--- config.mk ---
export PLATFORM = sky130hd
export DESIGN_NAME = uv_uart_rx
export DESIGN_NICKNAME = d
export VERILOG_FILES = /design/src/rtl/uv_uart_pkg.sv /design/src/rtl/uv_uart_baud_cnt.sv /design/src/rtl/uv_uart_rx.sv
export SDC_FILE = /design/constraint.sdc
export NUM_CORES = 1
export LEC_CHECK = 0
export BUFFER_PORTS_ARGS = -buffer_cell sky130_fd_sc_hd__buf_4
export CORE_UTILIZATION = 40
export DETAILED_ROUTE_END_ITERATION = 8
export PLACE_DENSITY = 0.57
export SYNTH_ARGS = -nofsm -noshare
export SYNTH_HDL_FRONTEND = slang
export SYNTH_SLANG_ARGS = --single-unit
--- constraint.sdc ---
create_clock -name clk -period 2.7 [get_ports clk]
set_clock_uncertainty 0.05 [all_clocks]
set_input_delay 0.135 -clock clk [delete_from_list [all_inputs] [get_ports clk]]
set_output_delay 0.135 -clock clk [all_outputs]
set_load 0.1 [all_outputs]
--- src/rtl/uv_uart_pkg.sv ---
// Shared UART definitions: FSM state and parity encodings, plus the data-width rule
// used by both uv_uart_tx and uv_uart_rx.
package uv_uart_pkg;

    typedef enum logic [2:0] {
        ST_IDLE   = 3'd0,
        ST_START  = 3'd1,
        ST_DATA   = 3'd2,
        ST_PARITY = 3'd3,
        ST_STOP0  = 3'd4,
        ST_STOP1  = 3'd5
    } uart_state_e;

    typedef enum logic [1:0] {
        PAR_SPACE = 2'b00,
        PAR_MARK  = 2'b01,
        PAR_ODD   = 2'b10,
        PAR_EVEN  = 2'b11
    } parity_e;

    function automatic logic [3:0] data_nbits(input logic [1:0] nbits);
        return {2'b00, nbits} + 4'd5;
    endfunction

endpackage

--- src/rtl/uv_uart_baud_cnt.sv ---
// Bit-period counter: runs 0..clk_div-1 while enabled, flags the wrap and the mid-bit sample point.
module uv_uart_baud_cnt (
    input  logic        clk,
    input  logic        rst,
    input  logic        en,
    input  logic        clr,
    input  logic [15:0] clk_div,
    output logic        cnt_end,
    output logic        cnt_half
);

    logic [15:0] cnt;
    logic [16:0] cnt_inc;

    assign cnt_inc  = {1'b0, cnt} + 17'd1;
    assign cnt_end  = en & (cnt_inc == {1'b0, clk_div});
    assign cnt_half = en & (cnt_inc == {2'b00, clk_div[15:1]});

    always_ff @(posedge clk or posedge rst) begin
        if (rst) begin
            cnt <= '0;
        end else if (clr || !en) begin
            cnt <= '0;
        end else if (cnt_end) begin
            cnt <= '0;
        end else begin
            cnt <= cnt + 16'd1;
        end
    end

endmodule

--- src/rtl/uv_uart_rx.sv ---
// UART receiver: synchronises the line, frames one character with parity/stop checking
// and presents it on a vld/rdy interface with overflow indication.
module uv_uart_rx
    import uv_uart_pkg::*;
#(
    parameter int unsigned SYNC_STAGES = 2
) (
    input  logic        clk,
    input  logic        rst,
    input  logic        uart_rx,
    input  logic        rx_en,
    input  logic [1:0]  nbits,
    input  logic        nstop,
    input  logic        endian,
    input  logic [15:0] clk_div,
    input  logic        parity_en,
    input  logic [1:0]  parity_type,
    output logic        rx_vld,
    input  logic        rx_rdy,
    output logic [7:0]  rx_dat,
    output logic        rx_perr,
    output logic        rx_ferr,
    output logic        rx_ovf
);

    logic [SYNC_STAGES-1:0] sync;
    logic                   line;
    logic                   line_d;

    uart_state_e state, state_next;
    logic        start_det;
    logic        baud_en;
    logic        cnt_end;
    logic        cnt_half;

    logic [3:0]  nb;
    logic [3:0]  bit_cnt;
    logic [7:0]  shift;
    logic        par_bit;
    logic        ferr_acc;

    logic        frame_done;
    logic        done_ferr;
    logic [7:0]  word_raw;
    logic [7:0]  word;
    logic        par_exp;
    logic        frame_perr;

    always_ff @(posedge clk or posedge rst) begin
        if (rst) begin
            sync   <= '1;
            line_d <= 1'b1;
        end else begin
            sync   <= {sync[SYNC_STAGES-2:0], uart_rx};
            line_d <= line;
        end
    end

    assign line      = sync[SYNC_STAGES-1];
    assign nb        = data_nbits(nbits);
    assign start_det = rx_en & (state == ST_IDLE) & line_d & ~line;
    assign baud_en   = (state != ST_IDLE);

    uv_uart_baud_cnt u_baud (
        .clk      (clk),
        .rst      (rst),
        .en       (baud_en),
        .clr      (start_det),
        .clk_div  (clk_div),
        .cnt_end  (cnt_end),
        .cnt_half (cnt_half)
    );

    always_ff @(posedge clk or posedge rst) begin
        if (rst) begin
            state <= ST_IDLE;
        end else begin
            state <= state_next;
        end
    end

    always_comb begin
        state_next = state;
        frame_done = 1'b0;
        done_ferr  = 1'b0;
        case (state)
            ST_IDLE: begin
                if (start_det) state_next = ST_START;
            end
            ST_START: begin
                if (cnt_half && line) state_next = ST_IDLE;
                else if (cnt_end)     state_next = ST_DATA;
            end
            ST_DATA: begin
                if (cnt_end && (bit_cnt >= nb))
                    state_next = parity_en ? ST_PARITY : ST_STOP0;
            end
            ST_PARITY: begin
                if (cnt_end) state_next = ST_STOP0;
            end
            ST_STOP0: begin
                // Single stop bit completes at mid-bit so a back-to-back start edge is not missed
                if (!nstop) begin
                    if (cnt_half) begin
                        frame_done = 1'b1;
                        done_ferr  = ~line;
                        state_next = ST_IDLE;
                    end
                end else if (cnt_end) begin
                    state_next = ST_STOP1;
                end
            end
            ST_STOP1: begin
                if (cnt_half) begin
                    frame_done = 1'b1;
                    done_ferr  = ferr_acc | ~line;
                    state_next = ST_IDLE;
                end
            end
            default: state_next = ST_IDLE;
        endcase
        if (!rx_en) begin
            state_next = ST_IDLE;
            frame_done = 1'b0;
        end
    end

    always_ff @(posedge clk or posedge rst) begin
        if (rst) begin
            bit_cnt  <= '0;
            shift    <= '0;
            par_bit  <= 1'b0;
            ferr_acc <= 1'b0;
        end else begin
            if (start_det) begin
                bit_cnt  <= '0;
                shift    <= '0;
                par_bit  <= 1'b0;
                ferr_acc <= 1'b0;
            end
            if (cnt_half) begin
                case (state)
                    ST_DATA: begin
                        shift   <= {line, shift[7:1]};
                        bit_cnt <= bit_cnt + 4'd1;
                    end
                    ST_PARITY: par_bit  <= line;
                    ST_STOP0:  ferr_acc <= ~line;
                    default: ;
                endcase
            end
        end
    end

    always_comb begin
        logic [3:0] idx;
        word_raw = shift >> (4'd8 - nb);
        word     = word_raw;
        idx      = '0;
        if (endian) begin
            word = '0;
            for (int unsigned i = 0; i < 8; i++) begin
                if (4'(i) < nb) begin
                    idx     = nb - 4'd1 - 4'(i);
                    word[i] = word_raw[idx[2:0]];
                end
            end
        end
        case (parity_e'(parity_type))
            PAR_SPACE: par_exp = 1'b0;
            PAR_MARK:  par_exp = 1'b1;
            PAR_ODD:   par_exp = ~^word;
            PAR_EVEN:  par_exp = ^word;
            default:   par_exp = 1'b0;
        endcase
        frame_perr = parity_en & (par_bit != par_exp);
    end

    always_ff @(posedge clk or posedge rst) begin
        if (rst) begin
            rx_vld  <= 1'b0;
            rx_dat  <= '0;
            rx_perr <= 1'b0;
            rx_ferr <= 1'b0;
            rx_ovf  <= 1'b0;
        end else begin
            rx_ovf <= 1'b0;
            if (frame_done) begin
                if (!rx_vld || rx_rdy) begin
                    rx_vld  <= 1'b1;
                    rx_dat  <= word;
                    rx_perr <= frame_perr;
                    rx_ferr <= done_ferr;
                end else begin
                    rx_ovf <= 1'b1;
                end
            end else if (rx_vld && rx_rdy) begin
                rx_vld <= 1'b0;
            end
        end
    end

endmodule

Word-level counts from Yosys, hierarchy flattened --
Cells that the tools add are included.
Operators by class: equal/unequal tests 17, reductions and logical operators 16, bitwise operators 8, order comparisons 17, shift operators 1, $add $sub $neg 13, muxes and demuxes 64
Operators with widths (number):
- $mux W1 | 33
- $lt A3 B4 Y1 const B | 8
- $mux W16 | 2
- $mux W8 | 4
- $mux W3 | 10
- $bmux W1 S3 | 8
- $pmux W3 S6 | 1
- $add A16 B1 Y17 const B | 1
- $eq A17 B15 Y1 | 1
- $eq A17 B16 Y1 | 1
- $add A16 B1 Y16 const B | 1
- $lt A3 B4 Y1 const A | 4
- $mux W4 | 3
- $sub A3 B3 Y3 const B | 4
- $lt A1 B4 Y1 const A | 2
- $lt A2 B4 Y1 const A | 2
- $ne A4 B4 Y1 const B | 2
- $reduce_xnor A8 Y1 | 1
- $reduce_xor A8 Y1 | 1
- $shr A8 B4 Y8 | 1
- $and A1 B1 Y1 | 6
- $eq A3 B2 Y1 const B | 2
- $eq A3 B3 Y1 const B | 2
- $ne A3 B3 Y1 const B | 2
- other kinds (25) | 34
Word-level totals: output and inout port bits 12, word-level logic and storage cells 149, register bits 48, input bits 28

Depth between registers and ports, before layout --
Gate-level depths: netlist of the first run.
word-level depth 11, depth in mapped cells 14, gate-level depth less buffers 11

Modules after synthesis --
Synthesis of the first run repeated with hierarchy kept, for this count alone.
Second synthesis, totals: cells, all modules 442, area, all modules 3807.4 µm²
Modules (own cells, without submodules):
- uv_uart_rx | times used 1, cells each 281, area each 2371.0 µm², sequential area each 804.5 µm²
- uv_uart_baud_cnt | times used 1, cells each 161, area each 1436.4 µm², sequential area each 400.4 µm²

Least setup slack after synthesis of the first run --
Ideal clock, no wire load.
kind reg2reg, start register u_baud.cnt[1], end register rx_perr, data arrival time 2.837 ns, slack -0.282 ns, buffers on the path 1, cell stages (with the launch flop) 11, required time 2.555 ns, setup time 0.095 ns, period minus slack after synthesis 2.982 ns, cells stage by stage dfrtp_1 -> ha_1 -> buf_2 -> nand4_1 -> nor4_4 -> xnor2_1 -> o21ai_0 -> a2111oi_2 -> nand3_1 -> or4b_1 -> o31ai_1
Between the ends: longest elaborated chain between the ends 8
RTL lines:
- from (decl) | line uv_uart_baud_cnt.sv:12 | logic [15:0] cnt;
- from (signal assigned) | line uv_uart_baud_cnt.sv:27 | cnt <= cnt + 16'd1;
- $add A16 B1 Y17 * | line uv_uart_baud_cnt.sv:15 | assign cnt_inc = {1'b0, cnt} + 17'd1;
- $eq A17 B15 Y1 * | line uv_uart_baud_cnt.sv:17 | assign cnt_half = en & (cnt_inc == {2'b00, clk_div[15:1]});
- $and A1 B1 Y1 * | line uv_uart_baud_cnt.sv:17
- $mux W1 * | line uv_uart_rx.sv:104, uv_uart_rx.sv:114
- $mux W1 | line uv_uart_rx.sv:103 | if (!nstop) begin
- $pmux W1 S2 * | line uv_uart_rx.sv:86 | case (state)
- $mux W1 * | line uv_uart_rx.sv:122 | if (!rx_en) begin
- $reduce_and A2 Y1 (no source line) *
- to (signal assigned) | line uv_uart_rx.sv:192 | rx_perr <= frame_perr;
- to (decl) | line uv_uart_rx.sv:21 | output logic rx_perr,
Mark *: on every way between the ends. The rest lies on a longest branch, timed or not. A chain may end at the register's enable or synchronous reset.

Final worst setup path of the first run --
start register u_baud.cnt[8], end register state[1]
Between the ends: longest elaborated chain between the ends 7, elaborated cells between the ends (all ways) 17, classes of those cells add/sub (1); eq/ne (6); mux (5); bitwise (2); reduce/logical (3)
RTL lines:
- $add A16 B1 Y17 * | line uv_uart_baud_cnt.sv:15
- $eq A17 B15 Y1 | line uv_uart_baud_cnt.sv:17
- $and A1 B1 Y1 | line uv_uart_baud_cnt.sv:17
- $mux W3 / $logic_and A1 B1 Y1 (equally long branches)
- $mux W3, on equally long branches
- $pmux W3 S6 | line uv_uart_rx.sv:86
- $mux W3 | line uv_uart_rx.sv:122
- to (signal assigned) | line uv_uart_rx.sv:78 | state <= state_next;
- to (decl) | line uv_uart_rx.sv:30 | uart_state_e state, state_next;
Marked as above.

==> results of run 1 <==
## routing by layer
metal  wire (um)  vias up  share of wire (%)
met1        4460     1629                 44
li1            -     1668                  -
met3         320       12                3.2
met2        5200       61                 52
met4         111        0                1.1
met5           0        -                  0
## worst paths after layout
| path | endpoint | slack, ns |
|---|---|---|
| worst max register to register | state[1]$_DFFE_PP0P_ | -0.11 |
| worst min register to register | sync[1]$_DFF_PP1_ | 0.31 |
| min in group asynchronous | u_baud.cnt[6]$_DFF_PP0_ | 0.33 |
| max in group asynchronous | line_d$_DFF_PP1_ | 1.50 |
| worst max-delay path | state[1]$_DFFE_PP0P_ | -0.11 |
| worst min-delay path | rx_perr$_DFFE_PP0P_ | 0.09 |
## timing repair
action,4_1_cts,5_1_grt
endpoints found under the hold margin,20,0
setup endpoints to repair,34,45
hold buffers,2,0
resized for setup,27,23
buffers inserted,5,4
pin swaps,6,10
## worst max-delay path, delay by kind of cell (launching register included)
| kind | cells | cell delay (ns) |
|---|---|---|
| AND/OR/NAND/NOR | 5 | 1.42 |
| flip-flops | 1 | 0.41 |
| AO/OA/AOI/OAI | 3 | 0.87 |
## sequential cells by signal, indices dropped and copies added (netlist names)
name,cells
sync,2
rx_perr,1
rx_ovf,1
rx_dat,8
rx_ferr,1
ferr_acc,1
state,3
shift,8
bit_cnt,4
u_baud.cnt,16
line_d,1
rx_vld,1
par_bit,1
## through the flow
stage | utilization [%] | hold WS, ns
CTS | 53.8 | 0.0547
global placement | 50.4 | 0.121
finish | 55.2 | 0.0853
global route | 55.2 | 0.0890
floorplan | - | 0.0895
detailed placement | 50.4 | 0.123
## cell usage after synthesis, types with 2 or more instances
| cell | number | area share (%) |
|---|---|---|
| dfrtp_1 | 45 | 30 |
| nand2_1 | 39 | 3.8 |
| nand3_1 | 35 | 4.6 |
| nor2_1 | 28 | 2.8 |
| xnor2_1 | 28 | 6.4 |
| o21ai_0 | 20 | 2.6 |
| xor2_1 | 18 | 4.1 |
| mux2i_1 | 16 | 4.2 |
| inv_1 | 15 | 1.5 |
| nand2b_1 | 13 | 2.1 |
| a21oi_1 | 12 | 1.6 |
| nand4_1 | 12 | 2.0 |
| clkbuf_1 | 11 | 1.1 |
| ha_1 | 11 | 3.6 |
| nor3_1 | 7 | 0.92 |
| a31oi_1 | 6 | 0.98 |
| and3_1 | 6 | 0.98 |
| clkbuf_8 | 6 | 2.2 |
| nor4_1 | 6 | 0.98 |
| xnor3_1 | 6 | 3.5 |
| buf_2 | 5 | 0.66 |
| mux4_2 | 4 | 2.4 |
| o2111ai_1 | 4 | 0.92 |
| dfstp_2 | 3 | 2.1 |
| mux2_2 | 3 | 0.89 |
| nor2b_1 | 3 | 0.49 |
| nor4_4 | 3 | 1.7 |
| o211ai_1 | 3 | 0.59 |
| o31ai_1 | 3 | 0.59 |
| or3_1 | 3 | 0.49 |
| a31o_2 | 2 | 0.46 |
| and2_2 | 2 | 0.39 |
| buf_1 | 2 | 0.20 |
| nand3b_1 | 2 | 0.39 |
| or3b_2 | 2 | 0.46 |
| or4b_1 | 2 | 0.53 |
| xnor3_2 | 2 | 1.2 |
## logic make-up (layout without fill, tap and decap cells)
logic type	Yosys count	count (layout)	synth area share (%)
AO/OA/AOI/OAI	61	61	10.4
adder cells (fa/ha/maj)	11	11	3.61
AND/OR/NAND/NOR	175	175	25.8
buffers and inverters	40	140	5.78
XOR/XNOR	54	54	15.4
multiplexers	23	23	7.45
flip-flops	48	48	31.6
## power breakdown
group          switching (W)  internal, W
logic               0.000498     0.000389
clock network       0.000259     0.000327
registers          0.0000345     0.000761
total               0.000791      0.00148
## final cells by class
cell class	count	area [um^2]	share of cell area, %
clock inverters	1	30.0	0.589
multi-input cells	324	2620	51.4
repair buffers	117	927	18.2
inverters	15	56.3	1.10
clock buffers	7	96.3	1.89
well taps	129	161	3.17
flip-flops and latches	48	1210	23.7
==> impl_results.md, run 1 <==
- FP Rows: 35
- CTS max path bufs: 2
- Crit Reg-Reg Startpoint: u_baud.cnt[8]$_DFF_PP0_
- Initial DRC Count: 110
- DPL Wire Length: 7.58 mm
- Port Buffers: 39
- Worst hold-check path type: in2reg
- Ant diodes: 0
- Arr. time, crit path: 3.01 ns
- Final WL: 10.1 mm
- Core area: 9240 um^2
- Worst slew margin: 59.0%
- Critical path cell sequence: nand4_4, nor4_4, and2_4, o2111ai_2, a2111o_1, or4b_4, a221o_1, nand3_1
- Post-Synthesis Cell Area: 3810 um^2
- Fin. Hold Viols: 0
- Synth Register Bits: 48
- Post-route cell area: 5100 um^2
- Violated checks: negative setup slack
- Total track usage: 21.2%
- Placed Cells: 623
- Endpoint class of the critical path: flip-flop
- Number of global-route vias before repair: 3325
- CTS Sinks: 48
- Layout Cells excl Fill: 641
- Most common cell after layout, fill and taps aside: buf_4
- Die height: 99.6 um
- Layout cells sized above 1: 36.7%
- Worst reg-to-reg path cell count: 8
- Maximum VDD drop: 0.201 mV
- Hold Path Stages: 3
- Number of synthesized flops with an enable pin: 0
- Avg WL per Cell: 15.7 um
- Worst slew pin tran: 0.614 ns
- # nets final: 550
- Placed inst area: 4660 um^2
- Leak pwr: 2.33 nW
- TritonCTS clock tree: yes
- Syn Nets: 451
- Grt peak-use layer: met2
- Place WS: -0.210 ns
- Sequential cell area fraction in the yosys report: 31.6%
- Final number of setup-violating endpoints: 17
- Status: finished with violations
- Cells after Synth: 412
- Inserted Clock Buffers: 5
- Root Driver: clkbuf_8
- Critical path startpoint: u_baud.cnt[8]$_DFF_PP0_
- Die X: 99.6 um
- Initial Util: 41.3%
- Main synth FF type: dfrtp_1
- Clk pin slew, worst setup/hold paths: 0.09 ns
- Setup_tns: -0.920 ns
- Fin crit period: 2.81 ns
- RSZ-0062 raised after global routing: yes
- Filler Cells Inserted: 845
- Grt ovf: 0
- Cell variety after synth: 61
- Worst skew pair latency: 0.31 ns
- Antenna violations before repair: 0
- Ys async rst share: 100%
- Overall power: 0.00227 W
- Final worst-path cycle share: 104%
- Met1 usage: 26.7%
- Vias: 3370
- H-tree Lvls: 2
- Crit-path max cell delay: 0.54 ns
- First-pass GRT wire length: 16.5 mm
- CP max-delay cell: or4b_4
- Fmax achieved: 356 MHz
- Antenna Nets Post-Route: 0
- Final Slew Violations: 0
- Pwr Density: 445 nW/um^2
- Vias/cell: 5.26
- Pre-antenna DRT Iters: 4
- Largest net degree at the start of global routing: 30
- Met2 Use GR: 38.6%
- Boundary pin count: 40
- DRC viols: 0
- CP startpoint kind: flip-flop
- Worst path required time: 2.90 ns
- Die Area: 9930 um^2
- Area grow syn2layout: 33.7%
- Hold path startpoint: parity_en
- M3 GR Usage: 2.39%
- Worst-path fanout max: 5
- Synth warn: 0
- Routability cong.: 0.852
- Maxcap violations: 0
- Final worst setup slack: -0.107 ns
- Kind of critical path: reg2reg
- Commonest non-fill, non-tap cells in the layout: buf_4 (107), dfrtp_1 (44), nand2_1 (37), nand3_1 (30), nor2_1 (28)
- Synthesized area per cell: 9.25 um^2
(Power assumes the default switching activity.)
==> run 2, diff against run 1 <==
ABC_AREA = 1   (was unset)
SLEW_MARGIN = 10   (was unset)
==> impl_results.md, run 2 <==
- Status: complete, no violations
- Number of global-route vias before repair: 3723
- Core area: 9860 um^2
- Placed Cells: 839
- Syn Nets: 698
- Layout cells sized above 1: 20.7%
- CP Buf/Inv Count: 2
- Worst path required time: 2.87 ns
- Avg WL per Cell: 12.9 um
- H-tree Lvls: 2
- Worst-path fanout max: 5
- Largest net degree at the start of global routing: 49
- Final Slew Violations: 0
- Max reg flops: 16
- Pwr Density: 463 nW/um^2
- Inserted Clock Buffers: 5
- Top post-synthesis cells by area: dfrtp_1 (27%), nand2_1 (21%), inv_1 (10%), nand3_1 (10%), nor2_1 (4.0%)
- Initial DRC Count: 172
- # nets final: 769
- Antenna violations before repair: 0
- Area leader, netlist: dfrtp_1
- Grt ovf: 0
- Commonest non-fill, non-tap cells in the layout: nand2_1 (214), inv_1 (107), nand3_1 (77), buf_4 (66), dfrtp_1 (42)
- Crit-path max cell delay: 0.45 ns
- CP startpoint kind: flip-flop
- FP Rows: 36
- Synth top cells by count: nand2_1 (226), inv_1 (110), nand3_1 (82), dfrtp_1 (45), nor2_1 (44)
- DPL Wire Length: 8.57 mm
- Initial Util: 41.6%
- Worst hold-check path type: in2async
- Most frequent cell after synthesis: nand2_1
- Fin crit period: 2.63 ns
- First-pass GRT wire length: 17.6 mm
- Port Buffers: 39
- Post-route cell area: 5060 um^2
- Main synth FF type: dfrtp_1
- Delay-heaviest family, CP: simple AND/OR/NAND/NOR gates
- Maximum VDD drop: 0.426 mV
- Worst slew pin tran: 1.05 ns
- Ys async rst share: 100%
- Final number of setup-violating endpoints: 0
- Critical path cell sequence: nand2_2, nor2_4, buf_6, nand2_8, o21bai_2, nand3_1, nand2_1, nand3b_1, nor3_2, nand3_4, nor2_4, nand2_4, nor2_8, nand2_1, o21ai_1, inv_1
- TritonCTS clock tree: yes
- Place WS: 0.0817 ns
- Maxcap violations: 0
- Die X: 103 um
- Final WL: 11.1 mm
- Total track usage: 21.4%
- Vias/cell: 5.01
- Pre-antenna DRT Iters: 5
- Synth warn: 0
- Kind of critical path: reg2reg
- CTS max path bufs: 2
- Cell variety after synth: 39
- Ant diodes: 0
- Boundary pin count: 40
- Final Util: 51.3%
- Root Driver: clkbuf_8
- Worst slew margin: 30.0%
- Synth Register Bits: 48
- Vias: 4325
- Placed inst area: 4630 um^2
- Sequential cell area fraction in the yosys report: 29.4%
- Worst skew pair latency: 0.31 ns
- Overall power: 0.00234 W
- Fmax achieved: 380 MHz
- Final worst setup slack: 0.0679 ns
- Post-Synthesis Cell Area: 4100 um^2
- Endpoint class of the critical path: flip-flop
- Layout Cells excl Fill: 864
- RSZ-0062 raised after global routing: yes
- Synthesized area per cell: 6.23 um^2
- Final worst-path cycle share: 97.5%
- Routability cong.: 0.903
- Clk pin slew, worst setup/hold paths: 0.09 ns
- Number of synthesized flops with an enable pin: 0
- Biggest regs: u_baud.cnt x16, rx_dat x8, shift x8
- Antenna Nets Post-Route: 0
- CTS Sinks: 48
- Share of the synthesized area in the top cell type: 27.4%
- CP max-delay cell: dfrtp_2
- Cells after Synth: 659
- DRC viols: 0
- Fin. Hold Viols: 0
- Die Area: 10700 um^2
- Leak pwr: 2.73 nW
- Arr. time, crit path: 2.80 ns
- Largest Register: u_baud.cnt
- Most common cell after layout, fill and taps aside: nand2_1
- Die height: 103 um
- Area grow syn2layout: 23.3%
-- run 2: kinds of logic (layout without fill, tap and decap cells) --
logic type / count (synthesis) / count (layout) / share of synthesized area, %
xor+xnor: 13 / 13 / 2.96
compound gates: 57 / 57 / 8.17
fa+ha+maj: 11 / 11 / 3.35
simple gates: 406 / 408 / 44.3
flops: 48 / 48 / 29.4
buf+inv: 124 / 194 / 11.8
-- run 2: metal layers --
metal	track usage, %	routed length, um	share of wire (%)	vias up
met3	3.83	574	5.2	12
met2	31.3	4770	43	114
li1	-	-	-	2224
met4	6.18	146	1.3	0
met5	0	0	0	-
met1	31.9	5620	51	1975
-- run 2: layout make-up --
type                       instances  area (um^2)
timing repair buffer              69          528
multi-input combinational        489         2580
tap                              133          166
timing repair inverter             1         6.26
sequential                        48         1210
inverter                         116          440
clock buffer                       6         72.6
fill                            1027         4800
clock inverter                     2         60.1
-- run 2: stage by stage --
stage	TNS (ns)	hold slack, ns
final	0	0.0217
after global routing	-0.741	0.106
after CTS	0	0.0668
after detailed placement	0	0.195
after global placement	0	0.193
after floorplan	0	0.0895
-- run 2: what timing repair did --
item / CTS / global route
hold buffers: 1 / 0
hold endpoints to repair: 1 / 0
buffers inserted: 0 / 13
endpoints found under the setup margin: 0 / 43
resized for setup: 0 / 55
-- run 2: path summary, 6_finish.rpt --
| kind | endpoint | slack (ns) | depth (start not counted) | startpoint |
|---|---|---|---|---|
| worst max-delay path | rx_dat[4]$_DFFE_PP0P_ | 0.07 | 16 | u_baud.cnt[2]$_DFF_PP0_ |
| worst min-delay path | shift[0]$_DFF_PP0_ | 0.02 | 2 | rst |
| worst max register to register | rx_dat[4]$_DFFE_PP0P_ | 0.07 | 16 | u_baud.cnt[2]$_DFF_PP0_ |
| worst min register to register | sync[1]$_DFF_PP1_ | 0.31 | 0 | sync[0]$_DFF_PP1_ |
| max in group asynchronous | u_baud.cnt[3]$_DFF_PP0_ | 1.87 | 2 | rst |
| min in group clk | rx_ovf$_DFF_PP0_ | 0.12 | 4 | nstop |
-- run 2: where the power goes --
| part | leakage [nW] | internal (W) | switching [W] |
|---|---|---|---|
| registers | 0.652 | 0.000759 | 0.0000571 |
| logic | 2.01 | 0.000325 | 0.000577 |
| clock network | 0.0654 | 0.000370 | 0.000254 |
| total | 2.73 | 0.00146 | 0.000888 |
==> run 3, diff against run 2 <==
PLACE_DENSITY = 0.55   (was 0.57)
RECOVER_POWER = 50   (was unset)
clock period = 2.5 ns   (was 2.7 ns; I/O delays follow)
==> impl_results.md, run 3 (synthesis gave the netlist of run 2 again) <==
- Kind of critical path: reg2reg
- Status: finished with violations
- Vias: 4439
- Final number of setup-violating endpoints: 20
- Setup_tns: -1.71 ns
- Reg2reg end: rx_dat[3]$_DFFE_PP0P_
- R2R setup slack: -0.14 ns
- Largest net degree at the start of global routing: 28
- Worst slew margin: 28.8%
- Worst reg-to-reg path cell count: 17
- Post-route cell area: 5460 um^2
- Register area: 1210 um^2
- Number of global-route vias before repair: 3987
- Critical Path End: rx_dat[3]$_DFFE_PP0P_
- Antenna Nets Post-Route: 0
- Routability cong.: 0.895
- DRC viols: 0
- CP startpoint kind: flip-flop
- Maxcap violations: 0
- Total track usage: 23.1%
- Biggest regs: u_baud.cnt x16, rx_dat x8, shift x8
- Endpoint class of the critical path: flip-flop
- Final worst-path cycle share: 106%
- Initial Util: 41.6%
- Fmax achieved: 378 MHz
- CP Buf/Inv Count: 1
- TritonCTS clock tree: yes
- Max reg flops: 16
- First-pass GRT wire length: 18.7 mm
- Worst path required time: 2.67 ns
- WP depth: 17
- Worst hold-check path type: in2reg
- Multi-input logic area: 2670 um^2
- Boundary pin count: 40
- Largest Register: u_baud.cnt
- Die X: 103 um
- Clk pin slew, worst setup/hold paths: 0.09 ns
- # nets final: 807
- Die height: 103 um
- Crit Reg-Reg Startpoint: u_baud.cnt[6]$_DFF_PP0_
- Avg WL per Cell: 12.8 um
- Most used cell, CP: nand2_2
- Grt ovf: 0
- Worst skew pair latency: 0.33 ns
- Critical path startpoint: u_baud.cnt[6]$_DFF_PP0_
- Port Buffers: 39
- Pwr Density: 466 nW/um^2
- Area grow syn2layout: 33.1%
- RSZ-0062 raised after global routing: yes
- Arr. time, crit path: 2.81 ns
- Sequential group share of total power: 33.7%
- Vias/cell: 4.92
- Core area: 9860 um^2
- Worst-path fanout max: 7
- Logic pwr share: 45.8%
- Ant diodes: 0
- Overall power: 0.00254 W
- Initial DRC Count: 189
- Pre-antenna DRT Iters: 5
- Clock Power Share: 20.6%
- FP Rows: 36
- Filler Cells Inserted: 985
- Root Driver: clkbuf_8
- Worst slew pin tran: 1.07 ns
- Delay-heaviest family, CP: simple AND/OR/NAND/NOR gates
- DPL Wire Length: 9.04 mm
- Die Area: 10700 um^2
- Placed inst area: 4930 um^2
- Fin crit period: 2.64 ns
- CTS max path bufs: 2
- Inserted Clock Buffers: 5
- Violated checks: negative setup slack
- CP max-delay cell: dfrtp_1
- Layout cells sized above 1: 27.8%
- Commonest non-fill, non-tap cells in the layout: nand2_1 (200), inv_1 (110), buf_4 (94), nand3_1 (68), dfrtp_1 (42)
- Crit-path max cell delay: 0.42 ns
- Final Slew Violations: 0
- Maximum VDD drop: 0.328 mV
- Fin. Hold Viols: 0
- CTS Sinks: 48
- Critical path cell sequence: nand2_1, nor2_4, nand2_4, nor2_2, nand2_2, nand2_2, nand2_1, nand2_2, nand3b_1, nor3_2, nand3_2, nor2_4, nand2_4, nor2_8, nand3_1, o21ai_0, inv_1
- Switch Pwr: 0.00103 W
- Final WL: 11.6 mm
- H-tree Lvls: 2
- Most common cell after layout, fill and taps aside: nand2_1
- Final worst setup slack: -0.142 ns
- Antenna violations before repair: 0
- Net Sw Frac: 40.5%
- Leak pwr: 2.98 nW
- Int Power: 0.00151 W
run 3: cell types whose count changed in the layout (fill, tap and decap cells not counted), sizes merged, moves of 2 or more:
cell | before | now
buf | 68 | 104
bufinv | 2 | 0
clkbuf | 6 | 9
clkinv | 2 | 0
clkinvlp | 0 | 2
run 3: metal layers:
layer  vias to the layer above  part of all wire [%]  track usage, %
met1                      2053                    52            34.4
met3                        11                   4.2            3.76
met5                         -                     0               0
met4                         0                   1.1            6.39
met2                        83                    43            34.3
li1                       2292                     -               -
run 3: per-stage QoR:
| step | instances | hold WS [ns] | setup WS, ns | util (%) |
|---|---|---|---|---|
| detailed placement | 876 | 0.181 | -0.208 | 50.0 |
| finish | 902 | 0.0798 | -0.142 | 55.3 |
| floorplan | 659 | 0.0795 | 0.0188 | - |
| global route | 902 | 0.119 | -0.338 | 55.3 |
| global placement | 876 | 0.176 | -0.162 | 50.0 |
| CTS | 889 | 0.0555 | -0.0858 | 52.3 |
run 3: worst min path at each step:
stage,from,to,slack [ns],depth (start not counted)
finish,nstop,rx_ovf$_DFF_PP0_,0.08,4
global route,nstop,rx_ovf$_DFF_PP0_,0.12,4
CTS,nstop,rx_ovf$_DFF_PP0_,0.06,4
detailed placement,rst,bit_cnt[1]$_DFF_PP0_,0.18,2
global placement,rst,bit_cnt[1]$_DFF_PP0_,0.18,2
floorplan,uart_rx,sync[0]$_DFF_PP1_,0.08,0
run 3: cell type report:
type / instances / area share, %
inverter: 116 / 8.11
clock inverter: 2 / 0.275
sequential: 48 / 22.1
timing repair buffer: 109 / 16.0
clock buffer: 6 / 1.51
tap: 133 / 3.05
multi-input combinational: 488 / 48.9
run 3: power groups by stage:
stage	Combinational, W	Clock [W]	Sequential [W]
detailed placement	0.00103	0	0.000870
CTS	0.00110	0.000548	0.000854
global placement	0.00103	0	0.000870
finish	0.00116	0.000523	0.000856
global route	0.00129	0.000577	0.000859
floorplan	0.000624	0	0.000874
run 3: what timing repair did:
action	CTS	global route
resized for setup	24	70
gates cloned	1	0
pin swaps	8	27
hold buffers	2	0
hold endpoints to repair	25	0
buffers inserted	2	13
endpoints found under the setup margin	29	44
run 3: worst reg2reg max path, delay by kind of cell (launching register included):
kind / cells / cell delay, ns
AO/OA/AOI/OAI: 1 / 0.08
AND/OR/NAND/NOR: 15 / 1.95
flip-flops: 1 / 0.42
buffers and inverters: 1 / 0.05
